$ cat src/rtl/fp_mul_pkg.sv
// Shared FP32 multiply-path definitions: field widths, FSM states, flag indices, packed result word.
package fp_mul_pkg;

    localparam int unsigned EXP_W = 8;
    localparam int unsigned MAN_W = 23;
    localparam int unsigned BIAS  = 127;
    localparam int unsigned SIG_W = MAN_W + 1;
    localparam int unsigned PW    = 2 * SIG_W;
    localparam int unsigned EW    = EXP_W + 2;
    localparam int unsigned RES_W = 1 + EXP_W + MAN_W;
    localparam int unsigned FLG_W = 3;

    localparam int unsigned FLG_OVF = 2;
    localparam int unsigned FLG_UNF = 1;
    localparam int unsigned FLG_INX = 0;

    typedef enum logic [1:0] {
        IDLE  = 2'd0,
        NORM  = 2'd1,
        ROUND = 2'd2,
        DONE  = 2'd3
    } state_e;

    typedef struct packed {
        logic             sign;
        logic [EXP_W-1:0] exp;
        logic [MAN_W-1:0] frac;
    } fp_word_t;

endpackage

$ cat src/rtl/fp_mul_norm_round_if.sv
// Product-in / result-out handshake bundle for the FP32 multiply normalise-round stage.
interface fp_mul_norm_round_if;
    import fp_mul_pkg::*;

    logic                 in_valid;
    logic                 in_ready;
    logic [PW-1:0]        prod;
    logic signed [EW-1:0] exp_in;
    logic                 sign_in;
    logic                 out_valid;
    logic                 out_ready;
    logic [RES_W-1:0]     result;
    logic [FLG_W-1:0]     flags;
    logic                 overrun;

    modport master (
        output in_valid, prod, exp_in, sign_in, out_ready,
        input  in_ready, out_valid, result, flags, overrun
    );

    modport slave (
        input  in_valid, prod, exp_in, sign_in, out_ready,
        output in_ready, out_valid, result, flags, overrun
    );

endinterface

$ cat src/rtl/fp_round_rne.sv
// Round-to-nearest-even of a normalised significand with guard/sticky; carry-out renormalises.
module fp_round_rne #(
    parameter int unsigned MAN_W = fp_mul_pkg::MAN_W,
    parameter int unsigned EXP_W = fp_mul_pkg::EXP_W
) (
    input  logic                   [MAN_W:0]   m,
    input  logic                               g,
    input  logic                               s,
    input  logic signed            [EXP_W+1:0] e,
    output logic                   [MAN_W-1:0] frac_c,
    output logic signed            [EXP_W+1:0] e_c,
    output logic                               inexact_c
);

    logic             up;
    logic [MAN_W+1:0] sum;

    always_comb begin
        up        = g & (s | m[0]);
        sum       = {1'b0, m} + (MAN_W+2)'(up);
        frac_c    = sum[MAN_W-1:0];
        e_c       = e;
        inexact_c = g | s;
        // All-ones significand rounded up: result is exactly 1.0 x 2^(e+1)
        if (sum[MAN_W+1]) begin
            frac_c = sum[MAN_W:1];
            e_c    = e + (EXP_W+2)'(1);
        end
    end

endmodule

$ cat src/rtl/fp_mul_norm_round.sv
// FP32 multiply back end: normalise 48-bit product, RNE round, range check, pack; 3-cycle valid/ready pipe.
module fp_mul_norm_round
    import fp_mul_pkg::*;
(
    input logic                 clk,
    input logic                 rst_n,
    fp_mul_norm_round_if.slave  bus
);

    localparam logic signed [EW-1:0] E_MAX  = EW'((1 << EXP_W) - 1);
    localparam logic signed [EW-1:0] E_ZERO = '0;

    state_e               state;
    logic [PW-1:0]        prod_q;
    logic signed [EW-1:0] exp_q;
    logic                 sign_q;
    logic [SIG_W-1:0]     m_q;
    logic                 g_q;
    logic                 s_q;
    logic                 zero_q;
    logic signed [EW-1:0] e_q;

    logic                 in_ready_q;
    logic                 out_valid_q;
    logic [RES_W-1:0]     result_q;
    logic [FLG_W-1:0]     flags_q;
    logic                 overrun_q;

    logic [SIG_W-1:0]     m_c;
    logic                 g_c;
    logic                 s_c;
    logic                 zero_c;
    logic signed [EW-1:0] e_c;

    logic [MAN_W-1:0]     frac_rnd_c;
    logic signed [EW-1:0] e_rnd_c;
    logic                 inexact_c;

    fp_word_t             res_c;
    logic [FLG_W-1:0]     flg_c;

    // Normalise: product of two [1,2) significands lies in [1,4)
    always_comb begin
        m_c    = prod_q[PW-2 -: SIG_W];
        g_c    = prod_q[PW-SIG_W-2];
        s_c    = |prod_q[PW-SIG_W-3:0];
        e_c    = exp_q;
        zero_c = ~|prod_q[PW-1 -: 2];
        if (prod_q[PW-1]) begin
            m_c = prod_q[PW-1 -: SIG_W];
            g_c = prod_q[PW-SIG_W-1];
            s_c = |prod_q[PW-SIG_W-2:0];
            e_c = exp_q + EW'(1);
        end
    end

    fp_round_rne #(
        .MAN_W (MAN_W),
        .EXP_W (EXP_W)
    ) u_round (
        .m         (m_q),
        .g         (g_q),
        .s         (s_q),
        .e         (e_q),
        .frac_c    (frac_rnd_c),
        .e_c       (e_rnd_c),
        .inexact_c (inexact_c)
    );

    // Range check and pack; subnormal results flush to signed zero
    always_comb begin
        res_c      = '0;
        res_c.sign = sign_q;
        flg_c      = '0;
        if (zero_q) begin
            res_c.sign = sign_q;
        end else if (e_rnd_c >= E_MAX) begin
            res_c.exp        = '1;
            flg_c[FLG_OVF]   = 1'b1;
            flg_c[FLG_INX]   = 1'b1;
        end else if (e_rnd_c <= E_ZERO) begin
            flg_c[FLG_UNF]   = 1'b1;
            flg_c[FLG_INX]   = 1'b1;
        end else begin
            res_c.exp      = e_rnd_c[EXP_W-1:0];
            res_c.frac     = frac_rnd_c;
            flg_c[FLG_INX] = inexact_c;
        end
    end

    always_ff @(posedge clk or negedge rst_n) begin
        if (!rst_n) begin
            state       <= IDLE;
            prod_q      <= '0;
            exp_q       <= '0;
            sign_q      <= 1'b0;
            m_q         <= '0;
            g_q         <= 1'b0;
            s_q         <= 1'b0;
            zero_q      <= 1'b0;
            e_q         <= '0;
            in_ready_q  <= 1'b1;
            out_valid_q <= 1'b0;
            result_q    <= '0;
            flags_q     <= '0;
            overrun_q   <= 1'b0;
        end else begin
            overrun_q <= bus.in_valid && (state != IDLE);
            case (state)
                IDLE: begin
                    if (bus.in_valid) begin
                        prod_q     <= bus.prod;
                        exp_q      <= bus.exp_in;
                        sign_q     <= bus.sign_in;
                        in_ready_q <= 1'b0;
                        state      <= NORM;
                    end
                end
                NORM: begin
                    m_q    <= m_c;
                    g_q    <= g_c;
                    s_q    <= s_c;
                    e_q    <= e_c;
                    zero_q <= zero_c;
                    state  <= ROUND;
                end
                ROUND: begin
                    result_q    <= res_c;
                    flags_q     <= flg_c;
                    out_valid_q <= 1'b1;
                    state       <= DONE;
                end
                DONE: begin
                    if (bus.out_ready) begin
                        out_valid_q <= 1'b0;
                        in_ready_q  <= 1'b1;
                        state       <= IDLE;
                    end
                end
                default: begin
                    state <= IDLE;
                end
            endcase
        end
    end

    assign bus.in_ready  = in_ready_q;
    assign bus.out_valid = out_valid_q;
    assign bus.result    = result_q;
    assign bus.flags     = flags_q;
    assign bus.overrun   = overrun_q;

endmodule

$ cat src/flat_wrapper.sv
// flat-port wrapper written by rule: the top's interface ports become plain ports
module fp_mul_norm_round_flat import fp_mul_pkg::*;
  (clk, rst_n, bus_in_valid, bus_prod, bus_exp_in, bus_sign_in, bus_out_ready, bus_in_ready, bus_out_valid, bus_result, bus_flags, bus_overrun);
  fp_mul_norm_round_if bus_i ();
  input logic clk;
  input logic rst_n;
  input wire logic [$bits(bus_i.in_valid)-1:0] bus_in_valid;
  input wire logic [$bits(bus_i.prod)-1:0] bus_prod;
  input wire logic [$bits(bus_i.exp_in)-1:0] bus_exp_in;
  input wire logic [$bits(bus_i.sign_in)-1:0] bus_sign_in;
  input wire logic [$bits(bus_i.out_ready)-1:0] bus_out_ready;
  output wire logic [$bits(bus_i.in_ready)-1:0] bus_in_ready;
  output wire logic [$bits(bus_i.out_valid)-1:0] bus_out_valid;
  output wire logic [$bits(bus_i.result)-1:0] bus_result;
  output wire logic [$bits(bus_i.flags)-1:0] bus_flags;
  output wire logic [$bits(bus_i.overrun)-1:0] bus_overrun;
  assign bus_i.in_valid = bus_in_valid;
  assign bus_i.prod = bus_prod;
  assign bus_i.exp_in = bus_exp_in;
  assign bus_i.sign_in = bus_sign_in;
  assign bus_i.out_ready = bus_out_ready;
  assign bus_in_ready = bus_i.in_ready;
  assign bus_out_valid = bus_i.out_valid;
  assign bus_result = bus_i.result;
  assign bus_flags = bus_i.flags;
  assign bus_overrun = bus_i.overrun;
  fp_mul_norm_round u_core (.clk(clk), .rst_n(rst_n), .bus(bus_i));
endmodule
$ cat config.mk
export PLATFORM = sky130hd
export DESIGN_NAME = fp_mul_norm_round_flat
export DESIGN_NICKNAME = d
export VERILOG_FILES = /design/src/rtl/fp_mul_pkg.sv /design/src/rtl/fp_mul_norm_round_if.sv /design/src/rtl/fp_round_rne.sv /design/src/rtl/fp_mul_norm_round.sv /design/src/flat_wrapper.sv
export SDC_FILE = /design/constraint.sdc
export NUM_CORES = 1
export LEC_CHECK = 0
export CORE_MARGIN = 3
export CORE_UTILIZATION = 35
export CTS_CLUSTER_DIAMETER = 80
export DETAILED_ROUTE_END_ITERATION = 8
export GPL_TIMING_DRIVEN = 1
export PLACE_DENSITY = 0.65
export SYNTH_ARGS = -nofsm -noshare
export SYNTH_HDL_FRONTEND = slang
export SYNTH_SLANG_ARGS = --single-unit
$ cat constraint.sdc
create_clock -name clk -period 6.8 [get_ports clk]
set_input_delay 1.36 -clock clk [delete_from_list [all_inputs] [get_ports clk]]
set_output_delay 1.36 -clock clk [all_outputs]
set_load 0.05 [all_outputs]
Word-level counts from Yosys, hierarchy flattened
Cells that the tools add are included.
Storage, ports and cells
  register bits after elaboration: 136
  word-level logic and storage cells: 64
  input bits: 63
  output and inout bits: 38
Cells by class
  mux-type cells: 24
  bitwise logic cells: 3
  $add $sub $neg: 3
  $lt $le $gt $ge: 2
  reductions and logical operators: 13
  equal/unequal tests: 5
Operators by type and width (count)
  $mux W31: 2
  $mux W23: 2
  $add A24 B1 Y25: 1
  $mux W24: 1
  $reduce_or A23 Y1: 1
  $reduce_or A22 Y1: 1
  $add A10 B2 Y10 const B: 2
  $mux W10: 2
  $ge A10 B9 Y1 const B: 1
  $le A10 B1 Y1 const B: 1
  $mux W1: 10
  $mux W8: 1
  $pmux W2 S4: 1
  $reduce_and A2 Y1: 3
  $reduce_bool A2 Y1: 3
  $eq A2 B2 Y1 const B: 2
  $mux W2: 2
  $ne A2 B2 Y1 const B: 2
  $pmux W1 S2: 2
  $mux W3: 1
  $reduce_and A3 Y1: 1
  $eq A2 B1 Y1 const B: 1
  $logic_not A2 Y1: 1
  $or A1 B1 Y1: 2
  other kinds (4): 4

Logic depth before layout (Yosys ltp)
Gate-level depths: netlist of run 1.
  depth in word-level cells: 8
  gate-level depth with buffers: 12
  depth with buffers taken out: 9

Hierarchy
Synthesis of run 1 repeated with hierarchy kept, for this count alone.
Unflattened totals
  cell total of the unflattened synthesis: 542
  area total of the unflattened synthesis: 6343.6 um^2
Modules (own cells, without submodules)
  fp_mul_norm_round: cells each 420, instances 1, area each 5541.6 um^2
  fp_round_rne: cells each 122, instances 1, area each 802.0 um^2

Worst setup path after synthesis of run 1
No wires, ideal clock.
  path kind: reg-to-reg
  start point: register u_core.s_q
  end point: register u_core.result_q[10] (netlist: u_core.bus.result[10])
  setup time: 104 ps
  period minus slack after synthesis: 2864 ps
  arrival: 2761 ps
  required time: 6696 ps
  path buffers: 2
  stages on the path, launching flop included: 12
  path slack: 3936 ps
  cells stage by stage: dfrtp_1 > o21a_1 > ha_1 > ha_1 > nand3_2 > or3_4 > buf_6 > nor4_4 > xnor2_1 > nand2_2 > buf_2 > o41ai_2
On the way
  longest elaborated chain between the ends: 8
  elaborated cells on any way between the ends: 10
  classes of those cells: add/sub: 1; order compare: 2; mux: 5; bitwise: 2
RTL lines
  start: declaration: line fp_mul_norm_round.sv:19  | logic s_q;
  start signal: assignment: line fp_mul_norm_round.sv:99  | s_q <= 1'b0;
  start signal: assignment: line fp_mul_norm_round.sv:122  | s_q <= s_c;
  $or A1 B1 Y1 (*): line fp_round_rne.sv:19  | up = g & (s | m[0]);
  $and A1 B1 Y1 (*): line fp_round_rne.sv:19
  $add A24 B1 Y25 (*): line fp_round_rne.sv:20  | sum = {1'b0, m} + (MAN_W+2)'(up);
  $mux W10: line fp_round_rne.sv:25  | if (sum[MAN_W+1]) begin
  $le A10 B1 Y1: line fp_mul_norm_round.sv:81  | end else if (e_rnd_c <= E_ZERO) begin
  $mux W31: line fp_mul_norm_round.sv:81
  $mux W23 (*): line fp_mul_norm_round.sv:77  | end else if (e_rnd_c >= E_MAX) begin
  $mux W31 (*): line fp_mul_norm_round.sv:75  | if (zero_q) begin
  end signal: assignment: line fp_mul_norm_round.sv:128  | result_q <= res_c;
  end: declaration: line fp_mul_norm_round.sv:25  | logic [RES_W-1:0] result_q;
Mark *: on every way between the ends. The rest lies on a longest branch, timed or not.
A chain may end at the register's enable or synchronous reset.

Final worst setup path of run 1
  start point: register u_core.s_q
  end point: register u_core.result_q[21] (netlist: u_core.bus.result[21])
The elaborated chain is that of the path after synthesis.

==> results.sh, run 1 <==
export IMPL_outcome="completed"
export IMPL_grt_overflow=0
export IMPL_cts_setup_buffers=0
export IMPL_place_congestion=0.924
export IMPL_cts_tree="yes"
export IMPL_ant_nets=0
export IMPL_clk_pin_slew_worst_paths_ps=60
export IMPL_placed_area_sq_mm=0.00807
export IMPL_hold_class="flip-flop to flip-flop"
export IMPL_first_iter_violations=287
export IMPL_grt_pass1_wl_microns=26700
export IMPL_port_buffers=100
export IMPL_ir_worst_vdd_uv=218
export IMPL_synthFlopType="dfrtp_1"
export IMPL_drv_cap=0
export IMPL_holdPathStages=2
export IMPL_layout_drive_gt1_share_pct=18.7
export IMPL_vias_per_cell=5.15
export IMPL_required_ps=7040
export IMPL_dp_hpwl_microns=11800
export IMPL_slew_viol_final=0
export IMPL_reg2regPathDepth=9
export IMPL_antenna_found_initial=0
export IMPL_setup_slack_ps=3020
export IMPL_ys_warn_count=0
export IMPL_skew_ps=9.26
export IMPL_grt_use_total_pct=15.2
export IMPL_clk_path_buf_depth=2
export IMPL_syn_inst=621
export IMPL_crit_top_cell="ha_1"
export IMPL_seq_area_frac_synth_pct=49.1
export IMPL_die_area_sq_mm=0.0215
export IMPL_fp_dieH_microns=147
export IMPL_fmax_ghz=0.264
export IMPL_startpoint_type="flip-flop"
export IMPL_dieWidth_microns=147
export IMPL_relSlewSlack_pct=21.4
export IMPL_place_worst_setup_slack_ps=3070
export IMPL_critPathMaxStageDelay_ps=990
export IMPL_fp_coreArea_sq_mm=0.0191
export IMPL_syn2layout_area_growth_pct=25.1
export IMPL_initial_core_util_pct=36.3
export IMPL_cts_resized=0
export IMPL_fin_hold_ws_ps=486
export IMPL_cts_sinks=136
export IMPL_leakagePower_nw=3.65
export IMPL_slowest_stage="a41o_1"
export IMPL_cts_root_buf="clkbuf_16"
export IMPL_n_antenna_cell=0
export IMPL_drc=0
export IMPL_endpoint_kind="flip-flop"
export IMPL_worstPathCellList="o21a_1 -> ha_1 -> ha_1 -> nand3_2 -> or3_4 -> or4_4 -> a32oi_1 -> a41o_1 -> o32ai_1"
export IMPL_grt_pass1_vias=5132
export IMPL_cp_num_buf_inv=0
export IMPL_dr_pass1_iters=6
export IMPL_tightest_slew_ps=1180
export IMPL_rsz0062_at_grt="false"
export IMPL_path_max_fanout=25
export IMPL_wl_per_cell_microns=16.5
export IMPL_critical_path_depth=9
export IMPL_period_share_pct=55.6
export IMPL_num_vias=5017
export IMPL_setup_violations=0
export IMPL_rows=50
export IMPL_tns_ps=0
export IMPL_powerDensity_mw_per_mm2=522
export IMPL_clkLatencyLatePin_ps=420
export IMPL_arrival_ps=4030
export IMPL_synthArstFlopShare_pct=100
export IMPL_synth_edff_count=0
export IMPL_synth_nets=692
export IMPL_numCtsBuffers=17
export IMPL_path_class="flip-flop to flip-flop"
export IMPL_finalNetCount=773
export IMPL_fin_crit_ps=3780
export IMPL_final_hold_viol_count=0
export IMPL_utilization_pct=45.4
export IMPL_routed_wl_microns=16100
export IMPL_holdBufCountCts=0
export IMPL_synthesis_area_sq_mm=0.00693
export IMPL_syn_avg_cell_area_sq_um=11.2
export IMPL_final_cell_area_sq_mm=0.00867
export IMPL_grt_max_degree=75
export IMPL_path_delay_family="compound AO/OA/AOI/OAI gates"
export IMPL_yosysUniqueCellTypes=62
export IMPL_synth_seq_cells=136
export IMPL_cts_htree_levels=4
export IMPL_io_pins=101
-- final cells by class --
class / instances / area (sq um)
fill: 1738 / 10400
sequential: 136 / 3400
multi-input combinational: 430 / 3260
timing repair buffer: 104 / 1030
clock buffer: 21 / 450
tap: 260 / 325
clock inverter: 11 / 149
inverter: 13 / 48.8
-- through the flow --
step / power (W) / cells
finish: 0.00452 / 975
global route: 0.00481 / 975
CTS: 0.00456 / 975
detailed placement: 0.00360 / 943
global placement: 0.00352 / 943
floorplan: 0.00303 / 621
-- cell usage after synthesis, drive strengths merged, types with 2 or more instances --
library cell | n | share of area, %
clkbuf | 20 | 1.1
or2 | 4 | 0.36
o32ai | 3 | 0.38
or3 | 2 | 0.25
o41ai | 21 | 4.5
ha | 8 | 1.4
nor3 | 9 | 0.72
mux2i | 30 | 4.3
xor2 | 19 | 2.5
a41oi | 2 | 0.25
o21ai | 3 | 0.22
a21oi | 37 | 2.7
and2 | 3 | 0.27
xnor2 | 22 | 2.8
dfrtp | 135 | 49
inv | 13 | 0.70
and3b | 2 | 0.25
nor2b | 4 | 0.36
buf | 22 | 2.1
a31o | 2 | 0.25
and4 | 5 | 0.63
nand3 | 14 | 1.2
mux2 | 62 | 10
o2bb2ai | 9 | 1.1
or4 | 2 | 0.27
and3 | 6 | 0.54
nand2 | 50 | 2.8
nor2 | 68 | 3.7
a31oi | 2 | 0.18
nand4 | 15 | 1.4
nor4 | 10 | 1.6
-- state kept, by name, summed over array words and instances (netlist names), 2 cells and up --
signal and flops:
u_core.prod_q 48, u_core.bus.result 32, u_core.m_q 24, u_core.e_q 10, u_core.exp_q 10, u_core.bus.flags 3, u_core.state 2
-- worst paths after layout --
path	from	endpoint	slack, ps
max	u_core.s_q$_DFFE_PN0N_	u_core.bus.result[21]$_DFFE_PN0P_	3020
min	u_core.bus.result[11]$_DFFE_PN0P_	u_core.bus.result[11]$_DFFE_PN0P_	490
max reg2reg	u_core.s_q$_DFFE_PN0N_	u_core.bus.result[21]$_DFFE_PN0P_	3020
min reg2reg	u_core.bus.result[11]$_DFFE_PN0P_	u_core.bus.result[11]$_DFFE_PN0P_	490
max in group asynchronous	rst_n	u_core.m_q[14]$_DFFE_PN0N_	4330
min in group asynchronous	rst_n	u_core.prod_q[17]$_DFFE_PN0P_	1010
-- tightest hold or removal path, cell delays in order (launching register included) --
cell	delay [ps]
dfrtp_1	350
nand2_1	70
o41ai_2	40
-- logic make-up after synthesis --
logic type | share of synthesized area, %
simple gates | 14.7
flops | 49.1
mux | 14.4
compound gates | 11.1
buf+inv | 3.90
xor+xnor | 5.29
fa+ha+maj | 1.44
-- routing by layer --
metal  GRT usage [%]  vias up  routed length (microns)
li1                -     2387                        -
met1            20.7     2459                     7370
met2            23.3      154                     7440
met3            5.03       17                     1110
met4            4.56        0                      178
met5               0        -                        0
-- power by group --
group          internal, W  switching [W]  total (W)  leakage (nW)
clock             0.000587       0.000349   0.000935         0.284
combinational     0.000844        0.00115    0.00199          1.73
sequential         0.00121       0.000384    0.00160          1.63
-- layout by cell type, fill, tap and decap left out, types with 8 or more instances in the layout --
cell,instances
nand3_1,12
nand2_1,47
o41ai_2,17
inv_1,13
xor2_1,18
dfrtp_1,135
mux2_2,62
a21oi_1,37
nor2_1,68
o2bb2ai_1,9
clkdlybuf4s50_1,99
nor3_1,8
clkbuf_16,17
xnor2_1,22
nand4_1,14
mux2i_1,30
Note: power is estimated with default switching activity, not from simulation.
==> run 2, diff against run 1 <==
--- a/config.mk
+++ b/config.mk
@@ -10,7 +10,7 @@
 export CTS_CLUSTER_DIAMETER = 80
 export DETAILED_ROUTE_END_ITERATION = 8
 export GPL_TIMING_DRIVEN = 1
-export PLACE_DENSITY = 0.65
+export PLACE_DENSITY = 0.68
 export SYNTH_ARGS = -nofsm -noshare
 export SYNTH_HDL_FRONTEND = slang
 export SYNTH_SLANG_ARGS = --single-unit
==> constraint.sdc (replaced) <==
create_clock -name clk -period 3.3 [get_ports clk]
set_input_delay 0.66 -clock clk [delete_from_list [all_inputs] [get_ports clk]]
set_output_delay 0.66 -clock clk [all_outputs]
set_load 0.05 [all_outputs]
==> run 2 against run 1 <==
Hold slack got worse by 260 ps. Final cell count grew 0.82%. Non-clock buffer count increased by 11. Global-route usage down 0.70 points. Via count shrank 2.8%. Flip-flop and latch count is the same. Cell area up 1.3%. Die area is the same. Combinational power up 110%. Largest power group unchanged. Largest cell class unchanged.
==> results.sh, run 2 (synthesized netlist as in run 1, its figures left out) <==
export IMPL_first_iter_violations=269
export IMPL_path_class="flip-flop to flip-flop"
export IMPL_die_area_sq_mm=0.0215
export IMPL_fillers=1785
export IMPL_ant_nets=0
export IMPL_numCtsBuffers=17
export IMPL_multi_input_area_sq_mm=0.00327
export IMPL_seq_area_sq_mm=0.00340
export IMPL_outcome="completed"
export IMPL_grt_pass1_vias=4819
export IMPL_cts_tree="yes"
export IMPL_rsz0062_at_grt="false"
export IMPL_vias_per_cell=4.96
export IMPL_drc=0
export IMPL_num_vias=4878
export IMPL_utilization_pct=46.0
export IMPL_worstSetupStartpoint="u_core.s_q$_DFFE_PN0N_"
export IMPL_routed_wl_microns=15300
export IMPL_placed_area_sq_mm=0.00819
export IMPL_final_cell_mix="dfrtp_1, clkdlybuf4s50_1, nor2_1"
export IMPL_n_antenna_cell=0
export IMPL_cts_setup_buffers=0
export IMPL_fmax_ghz=0.328
export IMPL_wl_per_cell_microns=15.6
export IMPL_grt_overflow=0
export IMPL_io_pins=101
export IMPL_drv_cap=0
export IMPL_routed_top_layer="met4"
export IMPL_largest_register_ffs=48
export IMPL_mostFrequentLayoutCell="dfrtp_1"
export IMPL_worstPathCellList="o21a_1 -> ha_1 -> ha_1 -> nand3_2 -> or3_4 -> or4_4 -> mux2i_1 -> and4_1 -> buf_12 -> o41ai_1"
export IMPL_setup_slack_ps=250
export IMPL_port_buffers=100
export IMPL_dp_hpwl_microns=11200
export IMPL_powerDensity_mw_per_mm2=1050
export IMPL_slowest_stage="or4_4"
export IMPL_r2r_start="u_core.s_q$_DFFE_PN0N_"
export IMPL_drt_met1_wl_microns=7430
export IMPL_place_worst_setup_slack_ps=153
export IMPL_syn2layout_area_growth_pct=26.7
export IMPL_required_ps=3610
export IMPL_place_congestion=0.844
export IMPL_setup_violations=0
export IMPL_path_max_fanout=24
export IMPL_tightest_slew_ps=796
export IMPL_met2_length_microns=6580
export IMPL_dieWidth_microns=147
export IMPL_relSlewSlack_pct=47.0
export IMPL_skew_ps=13.6
export IMPL_route_met3_wl_microns=1090
export IMPL_cts_htree_levels=4
export IMPL_largest_register="u_core.prod_q"
export IMPL_endpoint_kind="flip-flop"
export IMPL_finalNetCount=784
export IMPL_fin_crit_ps=3050
export IMPL_ir_worst_vdd_uv=548
export IMPL_grt_pass1_wl_microns=25500
export IMPL_fp_coreArea_sq_mm=0.0191
export IMPL_startpoint_type="flip-flop"
export IMPL_slew_viol_final=0
export IMPL_hold_class="input pin to async pin"
export IMPL_grt_max_degree=73
export IMPL_rows=50
export IMPL_dr_pass1_iters=4
export IMPL_period_share_pct=92.4
export IMPL_cts_root_buf="clkbuf_16"
export IMPL_final_cell_area_sq_mm=0.00878
export IMPL_grt_use_total_pct=14.5
export IMPL_final_hold_viol_count=0
export IMPL_clk_pin_slew_worst_paths_ps=60
export IMPL_cts_sinks=136
export IMPL_leakagePower_nw=3.72
export IMPL_initial_core_util_pct=36.3
export IMPL_layout_drive_gt1_share_pct=19.8
export IMPL_clkLatencyLatePin_ps=420
export IMPL_fp_dieH_microns=147
export IMPL_crit_top_cell="ha_1"
export IMPL_antenna_found_initial=0
export IMPL_clk_path_buf_depth=2
export IMPL_critPathMaxStageDelay_ps=540
export IMPL_arrival_ps=3360
export IMPL_tns_ps=0
## run 2: repair_timing
item                       in CTS  in global routing
hold buffers                    0                  0
gates resized for setup         0                  1
setup endpoints to repair       0                 28
## run 2: layout make-up
| type | count | share of cell area (%) |
|---|---|---|
| clock buffers | 21 | 5.24 |
| multi-input cells | 430 | 37.2 |
| repair buffers | 115 | 13.1 |
| inverters | 13 | 0.556 |
| well taps | 260 | 3.70 |
| flip-flops and latches | 136 | 38.8 |
| clock inverters | 8 | 1.41 |
## run 2: report_power, final
| group | internal (W) | leakage [nW] | switching (W) |
|---|---|---|---|
| Combinational | 0.00179 | 1.81 | 0.00230 |
| Sequential | 0.00250 | 1.63 | 0.000784 |
| Clock | 0.00121 | 0.281 | 0.000676 |
## run 2: metal layers
layer	vias up	global-route usage, %
li1	2404	-
met1	2336	21.0
met2	120	20.7
met3	18	4.57
met4	0	4.84
met5	-	0
## run 2: worst paths after layout
path                                                     endpoint  slack [ps]  cells after the start
min in group clk                u_core.bus.result[22]$_DFFE_PN0P_         480                      2
worst min register to register  u_core.bus.result[22]$_DFFE_PN0P_         480                      2
worst max register to register   u_core.bus.result[3]$_DFFE_PN0P_         250                     10
max in group asynchronous         u_core.bus.flags[1]$_DFFE_PN0P_        2310                      2
worst min-delay path                  u_core.exp_q[8]$_DFFE_PN0P_         230                      1
worst max-delay path             u_core.bus.result[3]$_DFFE_PN0P_         250                     10
## run 2: worst max-delay path, delay by kind of cell (launching register included)
kind            cells  cell delay [ps]
fa+ha+maj           2              370
compound gates      2              450
mux                 1              150
flops               1              370
buf+inv             1              170
simple gates        4             1420
## run 2: per-stage QoR
stage	total power [W]	std cells	hold WS [ps]
floorplan	0.00624	621	364
global placement	0.00732	954	466
detailed placement	0.00740	954	469
CTS	0.00933	983	250
global route	0.00992	983	266
finish	0.00926	983	225
